File: src/rtl/mandel_scan_ctrl_pkg.sv
// Shared constants, FSM encoding and iteration-to-colour mapping for the
// Mandelbrot frame scan controller.
package mandel_scan_ctrl_pkg;

  // Default coordinate width: signed Q4.12 fixed point.
  localparam int DEF_N_BIT = 16;
  localparam int FRAC      = 12;
  // Default iteration counter width.
  localparam int DEF_W_IT  = 16;
  // Framebuffer geometry.
  localparam int PIX_X_W   = 9;
  localparam int PIX_Y_W   = 8;
  localparam int WD_W      = 3;

  typedef enum logic [1:0] {
    S_IDLE  = 2'd0,
    S_ISSUE = 2'd1,
    S_WAIT  = 2'd2,
    S_WRITE = 2'd3
  } state_t;

  // Points that never escaped map to colour 0; escaped points cycle through
  // colours 1..7 by iteration count.
  function automatic logic [WD_W-1:0] color_map(input logic [31:0] iter,
                                                input logic [31:0] max_it);
    if (iter >= max_it) color_map = '0;
    else                color_map = WD_W'(iter % 32'd7) + WD_W'(1);
  endfunction

endpackage

File: src/rtl/mandel_scan_ctrl_if.sv
// Job / result handshake between the scan controller and the iteration engine.
interface mandel_scan_ctrl_if
  import mandel_scan_ctrl_pkg::*;
#(
  parameter int N_BIT = DEF_N_BIT,
  parameter int W_IT  = DEF_W_IT
) ();

  logic                    job_valid;
  logic                    job_ready;
  logic signed [N_BIT-1:0] job_cx;
  logic signed [N_BIT-1:0] job_cy;
  logic [W_IT-1:0]         job_max;
  logic                    res_valid;
  logic [W_IT-1:0]         res_iter;
  logic                    eng_abort;

  // Scan controller side.
  modport master (
    output job_valid, job_cx, job_cy, job_max, eng_abort,
    input  job_ready, res_valid, res_iter
  );

  // Iteration engine side.
  modport slave (
    input  job_valid, job_cx, job_cy, job_max, eng_abort,
    output job_ready, res_valid, res_iter
  );

endinterface

File: src/rtl/mandel_color_map.sv
// Combinational translation of an engine iteration count into a pixel colour.
module mandel_color_map
  import mandel_scan_ctrl_pkg::*;
#(
  parameter int W_IT = DEF_W_IT
) (
  input  logic [W_IT-1:0] res_iter_i,
  input  logic [W_IT-1:0] max_i,
  output logic [WD_W-1:0] wd_o
);

  // Pure lookup, no state.
  assign wd_o = color_map(32'(res_iter_i), 32'(max_i));

endmodule

File: src/rtl/mandel_scan_ctrl.sv
// Mandelbrot frame scan controller: walks the pixel grid column-major, hands
// one c coordinate at a time to the iteration engine and writes the coloured
// result to the framebuffer. A new cfg_start at any time restarts the frame.
module mandel_scan_ctrl
  import mandel_scan_ctrl_pkg::*;
#(
  parameter int N_BIT = DEF_N_BIT,
  parameter int W_IT  = DEF_W_IT
) (
  input  logic                    clk,
  input  logic                    rst_n,
  input  logic                    cfg_start,
  input  logic [PIX_X_W-1:0]      cfg_pix_x,
  input  logic [PIX_Y_W-1:0]      cfg_pix_y,
  input  logic signed [N_BIT-1:0] cfg_cxs,
  input  logic signed [N_BIT-1:0] cfg_cys,
  input  logic signed [N_BIT-1:0] cfg_dcx,
  input  logic signed [N_BIT-1:0] cfg_dcy,
  input  logic [W_IT-1:0]         cfg_max_iter,
  mandel_scan_ctrl_if.master      eng,
  output logic [PIX_X_W-1:0]      wx,
  output logic [PIX_Y_W-1:0]      wy,
  output logic [WD_W-1:0]         wd,
  output logic                    we,
  output logic                    busy,
  output logic                    done
);

  state_t                  state_q;

  // Latched frame configuration.
  logic [PIX_X_W-1:0]      pix_x_q;
  logic [PIX_Y_W-1:0]      pix_y_q;
  logic signed [N_BIT-1:0] cys_q;
  logic signed [N_BIT-1:0] dcx_q;
  logic signed [N_BIT-1:0] dcy_q;
  logic [W_IT-1:0]         max_q;

  // Current pixel and its c coordinate.
  logic [PIX_X_W-1:0]      px_q;
  logic [PIX_Y_W-1:0]      py_q;
  logic signed [N_BIT-1:0] cx_q;
  logic signed [N_BIT-1:0] cy_q;

  // Registered outputs.
  logic                    job_valid_q;
  logic                    abort_q;
  logic                    we_q;
  logic [PIX_X_W-1:0]      wx_q;
  logic [PIX_Y_W-1:0]      wy_q;
  logic [WD_W-1:0]         wd_q;
  logic                    busy_q;
  logic                    done_q;

  // Next pixel in scan order.
  logic [PIX_X_W-1:0]      px_d;
  logic [PIX_Y_W-1:0]      py_d;
  logic signed [N_BIT-1:0] cx_d;
  logic signed [N_BIT-1:0] cy_d;
  logic                    last_pix_d;

  logic                    cfg_empty;
  logic [WD_W-1:0]         wd_map;

  assign cfg_empty = (cfg_pix_x == '0) || (cfg_pix_y == '0);

  mandel_color_map #(
    .W_IT (W_IT)
  ) u_color_map (
    .res_iter_i (eng.res_iter),
    .max_i      (max_q),
    .wd_o       (wd_map)
  );

  // Column-major advance: rows within a column first, wrapping adds on c.
  always_comb begin
    px_d       = px_q;
    py_d       = py_q + PIX_Y_W'(1);
    cx_d       = cx_q;
    cy_d       = cy_q + dcy_q;
    last_pix_d = 1'b0;
    if (py_q == pix_y_q - PIX_Y_W'(1)) begin
      py_d       = '0;
      cy_d       = cys_q;
      px_d       = px_q + PIX_X_W'(1);
      cx_d       = cx_q + dcx_q;
      last_pix_d = (px_q == pix_x_q - PIX_X_W'(1));
    end
  end

  // Scan FSM with all outputs registered; cfg_start overrides every state.
  always_ff @(posedge clk or negedge rst_n) begin
    if (!rst_n) begin
      state_q     <= S_IDLE;
      pix_x_q     <= '0;
      pix_y_q     <= '0;
      cys_q       <= '0;
      dcx_q       <= '0;
      dcy_q       <= '0;
      max_q       <= '0;
      px_q        <= '0;
      py_q        <= '0;
      cx_q        <= '0;
      cy_q        <= '0;
      job_valid_q <= 1'b0;
      abort_q     <= 1'b0;
      we_q        <= 1'b0;
      wx_q        <= '0;
      wy_q        <= '0;
      wd_q        <= '0;
      busy_q      <= 1'b0;
      done_q      <= 1'b0;
    end else begin
      done_q  <= 1'b0;
      abort_q <= 1'b0;
      we_q    <= 1'b0;
      if (cfg_start) begin
        // Only a job the engine has actually accepted needs aborting.
        abort_q <= (state_q == S_WAIT);
        pix_x_q <= cfg_pix_x;
        pix_y_q <= cfg_pix_y;
        cys_q   <= cfg_cys;
        dcx_q   <= cfg_dcx;
        dcy_q   <= cfg_dcy;
        max_q   <= cfg_max_iter;
        px_q    <= '0;
        py_q    <= '0;
        cx_q    <= cfg_cxs;
        cy_q    <= cfg_cys;
        if (cfg_empty) begin
          state_q     <= S_IDLE;
          busy_q      <= 1'b0;
          job_valid_q <= 1'b0;
          done_q      <= 1'b1;
        end else begin
          state_q     <= S_ISSUE;
          busy_q      <= 1'b1;
          job_valid_q <= 1'b1;
        end
      end else begin
        case (state_q)
          S_IDLE: begin
            job_valid_q <= 1'b0;
          end
          S_ISSUE: begin
            if (job_valid_q && eng.job_ready) begin
              job_valid_q <= 1'b0;
              state_q     <= S_WAIT;
            end
          end
          S_WAIT: begin
            if (eng.res_valid) begin
              we_q    <= 1'b1;
              wx_q    <= px_q;
              wy_q    <= py_q;
              wd_q    <= wd_map;
              state_q <= S_WRITE;
            end
          end
          S_WRITE: begin
            if (last_pix_d) begin
              state_q <= S_IDLE;
              busy_q  <= 1'b0;
              done_q  <= 1'b1;
            end else begin
              px_q        <= px_d;
              py_q        <= py_d;
              cx_q        <= cx_d;
              cy_q        <= cy_d;
              job_valid_q <= 1'b1;
              state_q     <= S_ISSUE;
            end
          end
          default: state_q <= S_IDLE;
        endcase
      end
    end
  end

  assign eng.job_valid = job_valid_q;
  assign eng.job_cx    = cx_q;
  assign eng.job_cy    = cy_q;
  assign eng.job_max   = max_q;
  assign eng.eng_abort = abort_q;
  assign wx            = wx_q;
  assign wy            = wy_q;
  assign wd            = wd_q;
  assign we            = we_q;
  assign busy          = busy_q;
  assign done          = done_q;

endmodule

File: src/flat_wrapper.sv
// flat-port wrapper written by rule: the top's interface ports become plain ports
module mandel_scan_ctrl_flat import mandel_scan_ctrl_pkg::*;
#(
  parameter int N_BIT = DEF_N_BIT,
  parameter int W_IT  = DEF_W_IT
)
  (clk, rst_n, cfg_start, cfg_pix_x, cfg_pix_y, cfg_cxs, cfg_cys, cfg_dcx, cfg_dcy, cfg_max_iter, wx, wy, wd, we, busy, done, eng_job_valid, eng_job_cx, eng_job_cy, eng_job_max, eng_eng_abort, eng_job_ready, eng_res_valid, eng_res_iter);
  mandel_scan_ctrl_if #(.N_BIT(N_BIT), .W_IT(W_IT)) eng_i ();
  input  logic clk;
  input  logic rst_n;
  input  logic cfg_start;
  input  logic [PIX_X_W-1:0] cfg_pix_x;
  input  logic [PIX_Y_W-1:0] cfg_pix_y;
  input  logic signed [N_BIT-1:0] cfg_cxs;
  input  logic signed [N_BIT-1:0] cfg_cys;
  input  logic signed [N_BIT-1:0] cfg_dcx;
  input  logic signed [N_BIT-1:0] cfg_dcy;
  input  logic [W_IT-1:0] cfg_max_iter;
  output logic [PIX_X_W-1:0] wx;
  output logic [PIX_Y_W-1:0] wy;
  output logic [WD_W-1:0] wd;
  output logic we;
  output logic busy;
  output logic done;
  output wire logic [$bits(eng_i.job_valid)-1:0] eng_job_valid;
  output wire logic [$bits(eng_i.job_cx)-1:0] eng_job_cx;
  output wire logic [$bits(eng_i.job_cy)-1:0] eng_job_cy;
  output wire logic [$bits(eng_i.job_max)-1:0] eng_job_max;
  output wire logic [$bits(eng_i.eng_abort)-1:0] eng_eng_abort;
  input wire logic [$bits(eng_i.job_ready)-1:0] eng_job_ready;
  input wire logic [$bits(eng_i.res_valid)-1:0] eng_res_valid;
  input wire logic [$bits(eng_i.res_iter)-1:0] eng_res_iter;
  assign eng_job_valid = eng_i.job_valid;
  assign eng_job_cx = eng_i.job_cx;
  assign eng_job_cy = eng_i.job_cy;
  assign eng_job_max = eng_i.job_max;
  assign eng_eng_abort = eng_i.eng_abort;
  assign eng_i.job_ready = eng_job_ready;
  assign eng_i.res_valid = eng_res_valid;
  assign eng_i.res_iter = eng_res_iter;
  mandel_scan_ctrl #(.N_BIT(N_BIT), .W_IT(W_IT)) u_core (.clk(clk), .rst_n(rst_n), .cfg_start(cfg_start), .cfg_pix_x(cfg_pix_x), .cfg_pix_y(cfg_pix_y), .cfg_cxs(cfg_cxs), .cfg_cys(cfg_cys), .cfg_dcx(cfg_dcx), .cfg_dcy(cfg_dcy), .cfg_max_iter(cfg_max_iter), .eng(eng_i), .wx(wx), .wy(wy), .wd(wd), .we(we), .busy(busy), .done(done));
endmodule
File: config.mk
export PLATFORM = sky130hd
export DESIGN_NAME = mandel_scan_ctrl_flat
export DESIGN_NICKNAME = d
export VERILOG_FILES = /design/src/rtl/mandel_scan_ctrl_pkg.sv /design/src/rtl/mandel_scan_ctrl_if.sv /design/src/rtl/mandel_color_map.sv /design/src/rtl/mandel_scan_ctrl.sv /design/src/flat_wrapper.sv
export SDC_FILE = /design/constraint.sdc
export NUM_CORES = 1
export LEC_CHECK = 0
export CAP_MARGIN = 20
export CORE_ASPECT_RATIO = 0.6
export CORE_MARGIN = 4
export CORE_UTILIZATION = 50
export CTS_CLUSTER_DIAMETER = 50
export DETAILED_ROUTE_END_ITERATION = 8
export MAX_ROUTING_LAYER = met4
export PLACE_DENSITY = 0.75
export SETUP_SLACK_MARGIN = 0.02
export SYNTH_ARGS = -nofsm -noshare
export SYNTH_HDL_FRONTEND = slang
export SYNTH_SLANG_ARGS = --single-unit
export TNS_END_PERCENT = 100
File: constraint.sdc
create_clock -name clk -period 4.8 [get_ports clk]
set_input_delay 0.96 -clock clk [delete_from_list [all_inputs] [get_ports clk]]
set_output_delay 0.96 -clock clk [all_outputs]
set_load 0.01 [all_outputs]
# --- Word level (Yosys, flattened, before mapping) ---
# Cells that the tools add are included.
totals:
  wordCells: 94
  reg_bits: 157
  in_bits: 118
  output_inout_bits: 73
classes:
  n_div: 1
  n_reduce_logical: 16
  magnitude_cmp: 1
  muxes: 40
  bitwise: 1
  addsub: 7
  eq_ne: 9
ops:
  columns: ["op", "count"]
  rows:
  - ["16-bit 2-to-1 mux", 8]
  - ["9-bit 2-to-1 mux", 4]
  - ["16-bit adder", 2]
  - ["16-bit by 3-bit modulo with 32-bit output, second input constant", 1]
  - ["8-bit 2-to-1 mux", 4]
  - ["1-bit 2-to-1 mux", 18]
  - ["16-bit >= comparator", 1]
  - ["3-bit AND reduction", 4]
  - ["9-bit by 1-bit adder with 9-bit output, second input constant", 1]
  - ["9-bit equality test", 1]
  - ["9-bit zero test", 1]
  - ["9-bit by 1-bit subtractor with 9-bit output, second input constant", 1]
  - ["8-bit by 1-bit adder with 8-bit output, second input constant", 1]
  - ["8-bit equality test", 1]
  - ["8-bit zero test", 1]
  - ["4-bit nonzero test", 2]
  - ["8-bit by 1-bit subtractor with 8-bit output, second input constant", 1]
  - ["2-bit 2-to-1 mux", 3]
  - ["3-bit != test, second input constant", 2]
  - ["2-bit one-hot mux with 3 select lines", 1]
  - ["2-bit nonzero test", 3]
  - ["2-bit equality test, second input constant", 2]
  - ["2-bit AND reduction", 2]
  - ["3-bit by 1-bit adder with 3-bit output, second input constant", 1]
  - ["other kinds (9)", 9]

# --- Depth between registers and ports, before layout ---
# Gate-level depths: netlist (run 1).
logic_depth:
  depth_word: 6
  mapped_depth: 33
  ltp_nobuf: 30

# --- By module ---
# From an unflattened synthesis (run 1), not the netlist that was laid out.
unflattened:
  cells_unflattened: 1216
  area_unflattened_um2: 11345.9
by_module_without_submodules:
  columns: ["mod", "cells_per_inst", "seq_area_each_um2", "area_each_um2", "n_inst"]
  rows:
  - ["mandel_scan_ctrl", 851, 3928.8, 8673.3, 1]
  - ["mandel_color_map", 365, 0.0, 2672.6, 1]

# --- Worst setup path before layout (run 1) ---
# OpenSTA, ideal clock, no wires.
synth_path:
  path_type: "input -> register"
  from: "in eng_res_iter[13]"
  to: "reg u_core.wd_q[2], in the netlist u_core.wd[2]"
  setup_time_ns: 0.121
  required_time_ns: 4.679
  cell_stages: 32
  path_buffers: 2
  t_arrival_ns: 7.169
  path_slack_ns: -2.490
  path_cell_list: "buf_4 nand2_1 inv_1 ha_1 and2b_1 mux2i_1 o41ai_2 or3_1 buf_6 and4_4 nor3_4 a211oi_2 o41ai_4 o41ai_1 and2_1 or4_1 nand4_1 o2bb2ai_2 nor2_1 mux2_1 ha_1 a31o_1 a21oi_2 nand3_1 o21ai_0 ha_1 o2111ai_1 o21ai_1 mux2_1 ha_1 xnor2_1 o21ai_1"
synth_between:
  elab_chain_cells: 3
  elab_cells_between_ends: 4
  classes_between: "add/sub: 1; div: 1; order compare: 1; mux: 1"
synth_rtl:
  columns: ["element", "line_no", "rtl"]
  rows:
  - ["from (decl)", "flat_wrapper.sv:32", "input wire logic [$bits(eng_i.res_iter)-1:0] eng_res_iter;"]
  - ["16-bit by 3-bit modulo with 32-bit output", "mandel_scan_ctrl_pkg.sv:27", "else color_map = WD_W'(iter % 32'd7) + WD_W'(1);"]
  - ["3-bit by 1-bit adder with 3-bit output", "mandel_scan_ctrl_pkg.sv:27", null]
  - ["3-bit 2-to-1 mux *", "mandel_scan_ctrl_pkg.sv:26", "if (iter >= max_it) color_map = '0;"]
  - ["to (signal assigned)", "mandel_scan_ctrl.sv:156", "wd_q <= wd_map;"]
  - ["to (decl)", "mandel_scan_ctrl.sv:51", "logic [WD_W-1:0] wd_q;"]
# Every way passes the cells marked *; elsewhere a longest branch is shown, timed or not.
# A chain may end at the register's enable or synchronous reset.

# --- Final worst setup path (run 1) ---
layout_path:
  from: "in eng_res_iter[14]"
  to: "reg u_core.wd_q[2], in the netlist u_core.wd[2]"
# Same word-level chain as after synthesis.

==> results of run 1 <==
layer usage:
layer  track usage, %  vias to the layer above
met1             39.8                     4703
met4             5.88                        0
met5                -                        -
li1                 -                     4726
met3             5.40                       41
met2             40.3                      319
cell families after synthesis:
kind of cell,synth area share (%)
DFF,38.0
xor gates and xnor gates,5.50
and+or+nand+nor,15.8
buffers and inverters,5.39
muxes,5.74
AOI/OAI and AO/OA,22.2
adders and majority gates,7.40
final cells by class:
cell class | count | area share, %
antenna | 1 | 0.0171
tap | 273 | 2.33
timing repair buffer | 342 | 21.4
multi-input combinational | 861 | 43.1
inverter | 75 | 1.92
clock buffer | 18 | 2.99
clock inverter | 14 | 1.41
sequential | 157 | 26.8
power by group:
group	switching (mW)	internal (mW)	leakage (nW)
registers	0.123	1.47	1.95
clock network	0.614	0.897	0.306
logic	1.17	1.26	4.20
total	1.90	3.63	6.46
tightest hold or removal path: stages (launching register included):
cell and delay, ps:
dfrtp_1 340, nand2_1 50, nand2_1 50
flip-flops by register name, indices dropped and copies added (netlist names):
name / cells
u_core.busy: 1
u_core.wx: 9
u_core.eng.job_max: 16
u_core.pix_x_q: 9
u_core.eng.job_cx: 16
u_core.eng.eng_abort: 1
u_core.py_q: 8
u_core.eng.job_valid: 1
u_core.we: 1
u_core.wy: 8
u_core.done: 1
u_core.pix_y_q: 8
u_core.dcy_q: 16
u_core.px_q: 9
u_core.state_q: 2
u_core.dcx_q: 16
u_core.cys_q: 16
u_core.eng.job_cy: 16
u_core.wd: 3
cell usage in the layout (no fill, tap or decap), drive strengths merged, types with 11 or more instances in the layout:
master / instances
a21o: 11
a21oi: 91
ha: 58
a211oi: 12
nor2: 86
nor3: 14
inv: 79
a31oi: 11
dfrtp: 157
or3: 11
clkbuf: 18
buf: 156
xor2: 24
xnor2: 41
nand3: 20
nand4: 13
o21ai: 94
clkdlybuf4s50: 183
mux2: 48
nand2: 143
o21bai: 22
metrics by stage:
stage | instances | power, mW
6_report | 1741 | 5.53
5_1_grt | 1741 | 5.86
4_1_cts | 1731 | 5.47
3_5_place_dp | 1670 | 3.68
3_3_place_gp | 1670 | 3.62
2_1_floorplan | 1153 | 2.85
final timing paths:
path                                                  startpoint                                 to  slack, ps  cells after the start
min in group asynchronous                                  rst_n           u_core.wd[2]$_DFFE_PN0P_        620                      1
worst max-delay path                            eng_res_iter[14]           u_core.wd[2]$_DFFE_PN0P_      -1940                     34
worst min-delay path                    u_core.wy[0]$_DFFE_PN0P_           u_core.wy[0]$_DFFE_PN0P_        470                      2
max in group asynchronous                                  rst_n       u_core.dcx_q[12]$_DFFE_PN0P_       3180                      2
worst max register to register  u_core.eng.job_cy[1]$_DFFE_PN0P_  u_core.eng.job_cy[15]$_DFFE_PN0P_        610                     19
worst min register to register          u_core.wy[0]$_DFFE_PN0P_           u_core.wy[0]$_DFFE_PN0P_        470                      2
repair_timing:
| action | 4_1_cts | 5_1_grt |
|---|---|---|
| resized for setup | 70 | 12 |
| cloned | 1 | 0 |
| pin swaps | 43 | 26 |
| setup endpoints to repair | 3 | 3 |
| buffers inserted | 30 | 9 |
==> flow_summary.toml, run 1 <==
[synthesis]
synth_seq_cells = 157
syn_inst = 1153
ys_seq_area_share_pct = 38.0
synth_ff_type = "dfrtp_1"
syn_area_per_cell_um2 = 8.97
synth_edf_count = 0
synth_top_cell_area_share_pct = 38.0
synth.most_common_cell = "dfrtp_1"
synthDistinctLibCells = 97
synth_top_cells_by_count = "157 x dfrtp_1, 143 x nand2_1, 90 x a21oi_1"
synth_area_um2 = 10300
synth_area_leaders = "dfrtp_1 38%, ha_1 7.0%, nand2_1 5.2%"
synth_top_cell_by_area = "dfrtp_1"
async_flop_share_pct = 100
synth_nets = 1331
ys_warn_count = 0

[route]
routedWlPerCell_um = 17.7
via_count = 9789
via_per_inst = 5.62
top_layer = "met4"
route.layer.met1.wl_um = 15000
wl_met2_um = 13500
drt_iter0_drc = 684
routed_wl_um = 30800
ant_nets = 0
drt_pass1_iterations = 5
wl_met3_um = 1920
drc = 0

[global_route]
grt_pass1_vias = 9707
antenna_found_initial = 1
grt_usage_pct = 27.5
grt-ovfl-total = 0
grt_first_pass_wirelength_um = 50800
grt_max_degree = 100

[floorplan]
initial_core_util_pct = 51.3
die-width_um = 194
die_h_um = 119
rows = 40
io_pins = 191
core_um2 = 20200
dieArea_um2 = 23100

[finish]
drive_gt1_share_pct = 21.9
fin_nets = 1632
fillers = 1456
area.sequential_um2 = 3930
areaGrowthSynthToFinish_pct = 41.8
multi_input_comb_area_um2 = 6330
fin_util_pct = 72.7
final_cell_area_um2 = 14700

[sta]
rsz0062_at_grt = "yes"
fin_crit_sh_pct = 140
slew_viol_final = 0
fin_setup_tns_ps = -5620
finalSetupViolCount = 3
fin_ws_ps = -1940
finalHoldViolations = 0
worst_pin_slew_ps = 870
fin_crit_ps = 6740
fmax_mhz = 148
whs_ps = 472
skew_ps = 14.0
slew_headroom_pct = 42.0

[setup_path]
slowest_stage = "or4_1"
path_class = "in2reg"
start_kind = "input port"
crit_buf_inv = 7
crit_family = "simple AND/OR/NAND/NOR gates"
slowest_delay_ps = 530
cp_data_arrival_time_ps = 7060
cp-end-kind = "flip-flop"
required_ps = 5120
path_max_fanout = 7

[pwr]
ir_drop_mv = 0.331
p_per_area_nw_per_um2 = 377
total_leakage_power_nw = 6.46

[clocking]
cts_buffers = 17
htree_levels = 4
clk_transition_reported_paths_ps = 70
cts_sinks = 157
cts_buffer_depth = 2
holdBufCountCts = 0
clockRootBuffer = "clkbuf_16"
cts_tree = "done"
clkLatencyLatePin_ps = 440

[placement]
io_buffers = 190
post-place-ws_ps = -2880
gpl.final_weighted_congestion = 0.933
postPlaceCellArea_um2 = 13400
dpl.hpwl_um = 22000

[worst_hold_path]
hold_path.class = "reg2reg"

[status]
status = "finished, violations left"
violations = "setup timing"

[job]
drv_cap = 0
Note: power is estimated with default switching activity, not from simulation.
==> inputs of run 2 (changes only) <==
--- a/config.mk
+++ b/config.mk
@@ -5,6 +5,7 @@
 export SDC_FILE = /design/constraint.sdc
 export NUM_CORES = 1
 export LEC_CHECK = 0
+export ABC_CLOCK_PERIOD_IN_PS = 4800
 export CAP_MARGIN = 20
 export CORE_ASPECT_RATIO = 0.6
 export CORE_MARGIN = 4
==> results of run 2 <==
No change in the layout: final DEF, timing and power equal those of run 1.
